[src/rtl/mix_columns_seq.sv]
// mix_columns_seq: sequential AES MixColumns/InvMixColumns engine with valid/ready on both sides,
// transforming COLS_PER_CYCLE columns of an NB-column state per clock.
module mix_columns_seq #(
    parameter int WORD_SIZE      = 8,
    parameter int NB             = 4,
    parameter int COLS_PER_CYCLE = 1
) (
    input  logic                      clk,
    input  logic                      rst_n,
    input  logic                      in_valid,
    output logic                      in_ready,
    input  logic                      inverse,
    input  logic [WORD_SIZE*4*NB-1:0] state,
    output logic                      out_valid,
    input  logic                      out_ready,
    output logic [WORD_SIZE*4*NB-1:0] state_out
);
    localparam int W  = WORD_SIZE * 4 * NB;
    localparam int CW = $clog2(NB + 1);

    typedef enum logic [1:0] {IDLE, BUSY, DONE} fsm_t;

    fsm_t          fsm_q, fsm_d;
    logic [CW-1:0] cnt_q, cnt_d;
    logic [W-1:0]  work_q, work_d, out_q, out_d, mixed;
    logic          inv_q, inv_d, live_q, accept, last;

    function automatic logic [7:0] xt(input logic [7:0] a);
        return {a[6:0], 1'b0} ^ (a[7] ? 8'h1b : 8'h00);
    endfunction

    // Each set bit of the coefficient selects one term of the xtime chain a, 2a, 4a, 8a.
    function automatic logic [7:0] gm(input logic [7:0] a, input logic [3:0] c);
        logic [7:0] x2, x4, x8;
        x2 = xt(a);
        x4 = xt(x2);
        x8 = xt(x4);
        return (c[3] ? x8 : 8'h00) ^ (c[2] ? x4 : 8'h00) ^ (c[1] ? x2 : 8'h00) ^ (c[0] ? a : 8'h00);
    endfunction

    function automatic logic [31:0] mix(input logic [31:0] col, input logic inv);
        logic [15:0] cf;
        logic [7:0]  b;
        logic [31:0] res;
        cf  = inv ? 16'hebd9 : 16'h2311;
        res = '0;
        for (int r = 0; r < 4; r++) begin
            b = 8'h00;
            for (int k = 0; k < 4; k++)
                b ^= gm(col[(3 - (r + k) % 4) * 8 +: 8], cf[(3 - k) * 4 +: 4]);
            res[(3 - r) * 8 +: 8] = b;
        end
        return res;
    endfunction

    always_comb begin
        mixed = work_q;
        for (int j = 0; j < COLS_PER_CYCLE; j++)
            mixed[(NB - 1 - int'(cnt_q) - j) * 32 +: 32] = mix(work_q[(NB - 1 - int'(cnt_q) - j) * 32 +: 32], inv_q);
    end

    always_comb begin
        fsm_d     = fsm_q;
        cnt_d     = cnt_q;
        work_d    = work_q;
        inv_d     = inv_q;
        out_d     = out_q;
        out_valid = fsm_q == DONE;
        in_ready  = live_q & (fsm_q == IDLE || (fsm_q == DONE && out_ready));
        accept    = in_valid & in_ready;
        last      = cnt_q == CW'(NB - COLS_PER_CYCLE);
        if (fsm_q == BUSY) begin
            work_d = mixed;
            cnt_d  = cnt_q + CW'(COLS_PER_CYCLE);
            fsm_d  = last ? DONE : BUSY;
            out_d  = last ? mixed : out_q;
        end
        if (fsm_q == DONE && out_ready) fsm_d = IDLE;
        if (accept) begin
            fsm_d  = BUSY;
            cnt_d  = '0;
            work_d = state;
            inv_d  = inverse;
        end
    end

    always_ff @(posedge clk or negedge rst_n) begin
        if (!rst_n) begin
            fsm_q  <= IDLE;
            cnt_q  <= '0;
            work_q <= '0;
            out_q  <= '0;
            inv_q  <= 1'b0;
            live_q <= 1'b0;
        end else begin
            fsm_q  <= fsm_d;
            cnt_q  <= cnt_d;
            work_q <= work_d;
            out_q  <= out_d;
            inv_q  <= inv_d;
            live_q <= 1'b1;
        end
    end

    assign state_out = out_q;
endmodule

[config.mk]
export PLATFORM = sky130hd
export DESIGN_NAME = mix_columns_seq
export DESIGN_NICKNAME = d
export VERILOG_FILES = /design/src/rtl/mix_columns_seq.sv
export SDC_FILE = /design/constraint.sdc
export NUM_CORES = 1
export LEC_CHECK = 0
export BUFFER_PORTS_ARGS = -buffer_cell sky130_fd_sc_hd__buf_4
export CAP_MARGIN = 10
export CELL_PAD_IN_SITES_DETAIL_PLACEMENT = 1
export CELL_PAD_IN_SITES_GLOBAL_PLACEMENT = 2
export CORE_ASPECT_RATIO = 1.5
export CORE_MARGIN = 1
export CORE_UTILIZATION = 38
export DETAILED_ROUTE_END_ITERATION = 10
export PLACE_DENSITY_LB_ADDON = 0.1
export SYNTH_ARGS = -nofsm -noshare
export SYNTH_HDL_FRONTEND = slang
export SYNTH_SLANG_ARGS = --single-unit
[constraint.sdc]
create_clock -name clk -period 11.65 [get_ports clk]
set_input_delay 0.5825 -clock clk [delete_from_list [all_inputs] [get_ports clk]]
set_output_delay 0.5825 -clock clk [all_outputs]
set_load 0.1 [all_outputs]
======== Word level (Yosys, flattened, before mapping) ========
Cells that the tools add are included.
storage, ports and cells
  word-level logic and storage cells ...... 181
  register bits ........................... 263
operators by class
  multiplexer cells ....................... 86
  eq/ne operators ......................... 3
  add/subtract/negate cells ............... 3
  reductions and logical operators ........ 6
  shifts and indexed selects .............. 3
  bitwise logic cells ..................... 74
operator list
  kind                         count
  $mux W8                      64
  $xor A8 B8 Y8                61
  $mux W128                    2
  $bwmux W128                  1
  $shift A32 B33 Y128 const A  1
  $shiftx A128 B9 Y32          1
  $shiftx A32 B33 Y128         1
  $xor A8 B5 Y8                11
  $mux W5                      12
  $neg A9 Y33                  1
  $mux W16                     1
  $mux W2                      4
  $mux W3                      2
  $sub A2 B3 Y4 const A        1
  $add A3 B1 Y3 const B        1
  $eq A3 B2 Y1 const B         1
  $reduce_bool A3 Y1           1
  $and A1 B1 Y1                2
  $eq A2 B1 Y1 const B         1
  $eq A2 B2 Y1 const B         1
  $logic_not A2 Y1             1
  $reduce_and A2 Y1            1
  $reduce_bool A2 Y1           1
  $logic_and A1 B1 Y1          1
  $logic_or A1 B1 Y1           1

======== Longest topological paths before layout ========
  depth after elaboration ................. 19
  mapped depth ............................ 18
  depth with buffers taken out ............ 11

======== Worst setup path before layout ========
OpenSTA, ideal clock, no wires.
  path type ............................... register -> register
  start ................................... register cnt_q[0]
  end ..................................... register work_q[71]
  setup slack ............................. 7.952 ns
  data required time ...................... 11.510 ns
  path buffers ............................ 9
  arrival ................................. 3.558 ns
  clock period less this slack ............ 3.698 ns
  library setup time ...................... 0.140 ns
  cell stages (with the launch flop) ...... 18
  cell sequence ........................... dfrtp_1 -> buf_6 -> buf_12 -> buf_12 -> buf_6 -> buf_6 -> clkbuf_1 -> nand2_1 -> ha_1 -> nor4b_1 -> and3_1 -> clkbuf_1 -> nand2_1 -> nor2b_1 -> clkbuf_1 -> clkbuf_1 -> a22oi_1 -> o21ai_0
between the ends
  cells in the longest elaborated chain, start to end .. 17
  elaborated cells on any way between the ends .. 156
ends and longest elaborated chain
  item                                                           RTL line  RTL
  from (decl)                                                    24        logic [CW-1:0] cnt_q, cnt_d;
  from (signal assigned)                                         97        cnt_q <= cnt_d;
  $sub A2 B3 Y4 (*)                                              59        mixed[(NB - 1 - int'(cnt_q) - j) * 32 +: 32] = mix(work_q[(NB - 1 - int'(cnt_q) - j) * 32 +: 32], inv_q);
  $shiftx A128 B9 Y32                                            59
  $xor A8 B5 Y8 / $mux W5 (equally long branches) (2 in series)  29        return {a[6:0], 1'b0} ^ (a[7] ? 8'h1b : 8'h00);
  $mux W5 / $xor A8 B5 Y8 (equally long branches)                29
  $xor A8 B5 Y8 / $xor A8 B8 Y8 (equally long branches)          29
  $mux W8                                                        38        return (c[3] ? x8 : 8'h00) ^ (c[2] ? x4 : 8'h00) ^ (c[1] ? x2 : 8'h00) ^ (c[0] ? a : 8'h00);
  $xor A8 B8 Y8 (3 in series)                                    38
  $xor A8 B8 Y8 (3 in series)                                    50        b ^= gm(col[(3 - (r + k) % 4) * 8 +: 8], cf[(3 - k) * 4 +: 4]);
  $shiftx A32 B33 Y128                                           59
  $bwmux W128 (*)                                                59
  $mux W128 (*)                                                  72        if (fsm_q == BUSY) begin
  $mux W128 (*)                                                  79        if (accept) begin
  to (signal assigned)                                           98        work_q <= work_d;
  to (decl)                                                      25        logic [W-1:0] work_q, work_d, out_q, out_d, mixed;
Every way passes the cells marked *; elsewhere a longest branch is shown, timed or not. The select of a mux whose other input is x is not followed.
A chain may end at the register's enable or synchronous reset.

======== Worst setup path in the final report ========
  start ................................... register cnt_q[2]
  end ..................................... register out_q[115], in the netlist state_out[115]
between the ends
  cells in the longest elaborated chain, start to end .. 15
  elaborated cells on any way between the ends .. 156
ends and longest elaborated chain
  item                                                           RTL line  RTL
  $sub A2 B3 Y4                                                  59
  $shiftx A128 B9 Y32                                            59
  $xor A8 B5 Y8 / $mux W5 (equally long branches) (2 in series)  29
  $mux W5 / $xor A8 B5 Y8 (equally long branches)                29
  $xor A8 B5 Y8 / $xor A8 B8 Y8 (equally long branches)          29
  $mux W8                                                        38
  $xor A8 B8 Y8 (3 in series)                                    38
  $xor A8 B8 Y8 (3 in series)                                    50
  $shiftx A32 B33 Y128                                           59
  $bwmux W128                                                    59
  to (signal assigned)                                           99        out_q <= out_d;
  to (decl)                                                      25
Parallel ways exist; a longest one is shown, timed or not.

==> results.py <==
metrics = {
    "outcome": {
        "outcome": "finished clean",
    },
    "global_routing": {
        "grt_max_degree": 158,
        "gr-total-overflow": 0,
        "grt_pass1_vias": 14200,
        "antenna_found_initial": 2,
        "grt.met2_usage_pct": 55.5,
        "use_met1_pct": 42.3,
        "grt_first_pass_wirelength_um": 97200,
        "use_met3_pct": 3.63,
        "grt_most_used_layer": "met2",
        "track_usage_pct": 33.0,
    },
    "detailed_routing": {
        "routed_wirelength_um": 66000,
        "wl_per_cell_um": 29.7,
        "vias_per_cell": 6.18,
        "drtPass1Iterations": 5,
        "drc": 0,
        "vias": 13700,
        "antenna_left": 0,
        "drt-initial-drc-count": 1047,
    },
    "setup_path": {
        "cpMostUsedCell": "buf_4",
        "startpoint_type": "flip-flop",
        "critPathKind": "reg2reg",
        "end_kind": "flip-flop",
        "required_ns": 12.15,
        "cp_max_fo": 50,
        "worst_path_max_delay_cell": "nor4b_1",
        "max_stage_delay_ns": 0.85,
        "arrival_ns": 5.75,
        "crit_chain": "buf_4 -> inv_1 -> buf_4 -> ha_1 -> nor4b_1 -> and2_1 -> nand2_2 -> nor3_1 -> mux2i_1 -> nand3_1",
        "path_delay_family": "simple AND/OR/NAND/NOR gates",
        "worst-path-buf-inv": 3,
    },
    "clock_network": {
        "root_buffer": "clkbuf_16",
        "cts.repair.resized": 0,
        "cts_tree": "built",
        "ctsHtreeMaxLevel": 1,
        "cts_sinks": 263,
        "postCtsSetupBuffers": 0,
        "cts_buffers": 28,
        "path_clk_slew_ns": 0.06,
        "clk_path_buf_depth": 3,
        "holdBufCountCts": 0,
        "insertion_delay_ns": 0.58,
    },
    "yosys": {
        "synthTopCellsByArea": "dfrtp_1 44%, o21ai_0 6.7%, a22oi_1 6.6%",
        "synth_top_area_share_pct": 43.8,
        "syn-cell-area_mm2": 0.0150,
        "ys_types": 72,
        "synth_edf_count": 0,
        "yosys-top-cells-count": "263 x dfrtp_1, 201 x o21ai_0, 134 x a21oi_1, 133 x a22oi_1, 111 x xnor2_1",
        "avgSynthCellArea_um2": 9.97,
        "synthesis.nets": 1648,
        "synth_top_area_cell": "dfrtp_1",
        "synth_ff_type": "dfrtp_1",
        "syn_inst": 1509,
        "ys_warn_count": 0,
        "synth_seq_cells": 263,
        "async_flop_share_pct": 100,
        "synth-seq-area-share_pct": 43.8,
        "synth.most_common_cell": "dfrtp_1",
    },
    "finish": {
        "final_nets": 1843,
        "area_growth_pct": 22.1,
        "final_layout_size_suffix_gt1_share_pct": 23.8,
        "final_core_util_pct": 47.4,
    },
    "floorplanning": {
        "ios": 263,
        "dieWidth_um": 164,
        "initial_utilization_pct": 38.8,
        "dieArea_mm2": 0.0404,
        "die_h_um": 246,
        "core_mm2": 0.0388,
        "rows": 88,
    },
    "placement": {
        "place.port_buffers": 262,
        "place_ws_ns": 6.45,
        "gp_congestion": 0.941,
        "dp_hpwl_um": 45200,
    },
    "timing": {
        "setup_viol": 0,
        "fin_crit_sh_pct": 45.1,
        "rsz0062_at_grt": "false",
        "worst_slack_ns": 6.40,
        "finClkSkew_ns": 0.0207,
        "max_freq_mhz": 190,
        "fin_tns_setup_ns": 0,
        "finalCriticalPeriod_ns": 5.25,
        "hold_ws_ns": 0.0441,
        "slew_headroom_pct": 21.5,
        "worst-slew-pin-transition_ns": 1.17,
        "hold_violations": 0,
        "drv_slew": 0,
    },
    "min_path": {
        "hold_path.class": "in2async",
    },
    "flow_run": {
        "drv_cap": 0,
    },
}
==> state kept, by name (all words and copies together), names as in the netlist <==
| name | cells |
|---|---|
| cnt_q | 3 |
| fsm_q | 2 |
| inv_q | 1 |
| live_q | 1 |
| state_out | 128 |
| work_q | 128 |
==> layer usage <==
metal	vias up	share of wire, %
met1	7107	40
met2	594	51
met4	0	4.3
li1	5900	-
met3	128	5.5
met5	-	0
==> worst paths after layout <==
| path | from | to | slack (ns) | cells after the start |
|---|---|---|---|---|
| setup / recovery | cnt_q[2] | state_out[115] | 6.40 | 10 |
| hold / removal | rst_n | state_out[83] | 0.04 | 1 |
| setup reg to reg | cnt_q[2] | state_out[115] | 6.40 | 10 |
| hold reg to reg | state_out[14] | state_out[14] | 0.48 | 2 |
| max in group asynchronous | rst_n | work_q[41] | 10.19 | 2 |
| min in group clk | out_ready | fsm_q[1] | 0.18 | 2 |
==> worst register-to-register path, cell delays in order, from the launching register on <==
cell	delay (ns)
dfrtp_1	0.32
buf_4	0.47
inv_1	0.34
buf_4	0.33
ha_1	0.75
nor4b_1	0.86
and2_1	0.63
nand2_2	0.68
nor3_1	0.49
mux2i_1	0.18
nand3_1	0.13
==> per-stage QoR <==
stage               instances  cell area (um^2)
floorplan                1509             15000
global route             2222             18400
global placement         2168             17300
detailed placement       2168             17300
finish                   2223             18400
CTS                      2220             18300
==> placed cells by master (no fill, tap or decap), types with 6 or more instances in the layout <==
cell type / netlist / layout
buf_4: 3 / 279
dfrtp_1: 263 / 261
o21ai_0: 201 / 201
a22oi_1: 133 / 133
a21oi_1: 134 / 132
xnor2_1: 111 / 111
and3_1: 93 / 93
nand2_1: 67 / 61
nor2_1: 53 / 53
o21ai_1: 38 / 38
xor2_1: 37 / 37
nand3_1: 32 / 32
mux2i_1: 31 / 31
clkbuf_16: 0 / 28
mux4_2: 27 / 27
xnor3_1: 16 / 16
inv_1: 14 / 13
nand2b_1: 13 / 13
nor3_1: 13 / 13
nand3b_1: 9 / 9
clkinv_2: 0 / 9
nand2_2: 3 / 8
o21a_1: 7 / 7
ha_1: 6 / 6
clkbuf_8: 0 / 6
==> kinds of logic (layout without fill, tap and decap cells) <==
family,Yosys count,in the layout,share of synthesized area (%)
mux,64,64,6.61
flops,263,263,43.8
fa+ha+maj,6,6,0.499
simple gates,318,318,11.1
compound gates,549,549,21.6
xor+xnor,177,177,12.7
other cells,1,3,0.0249
buf+inv,131,348,3.71
==> area by class of cell <==
class                           instances  area, um^2
Sequential cell                       263        6580
Inverter                               14        52.6
Tap cell                              495         619
Clock inverter                         17         209
Fill cell                            4388       20400
Antenna cell                            2        5.00
Clock buffer                           35         787
Timing Repair Buffer                  282        2160
Multi-Input combinational cell       1115        7960
Power is left out: the tool's default activity adds up to more than one toggle a clock period on the data nets, which glitch-free logic cannot reach.
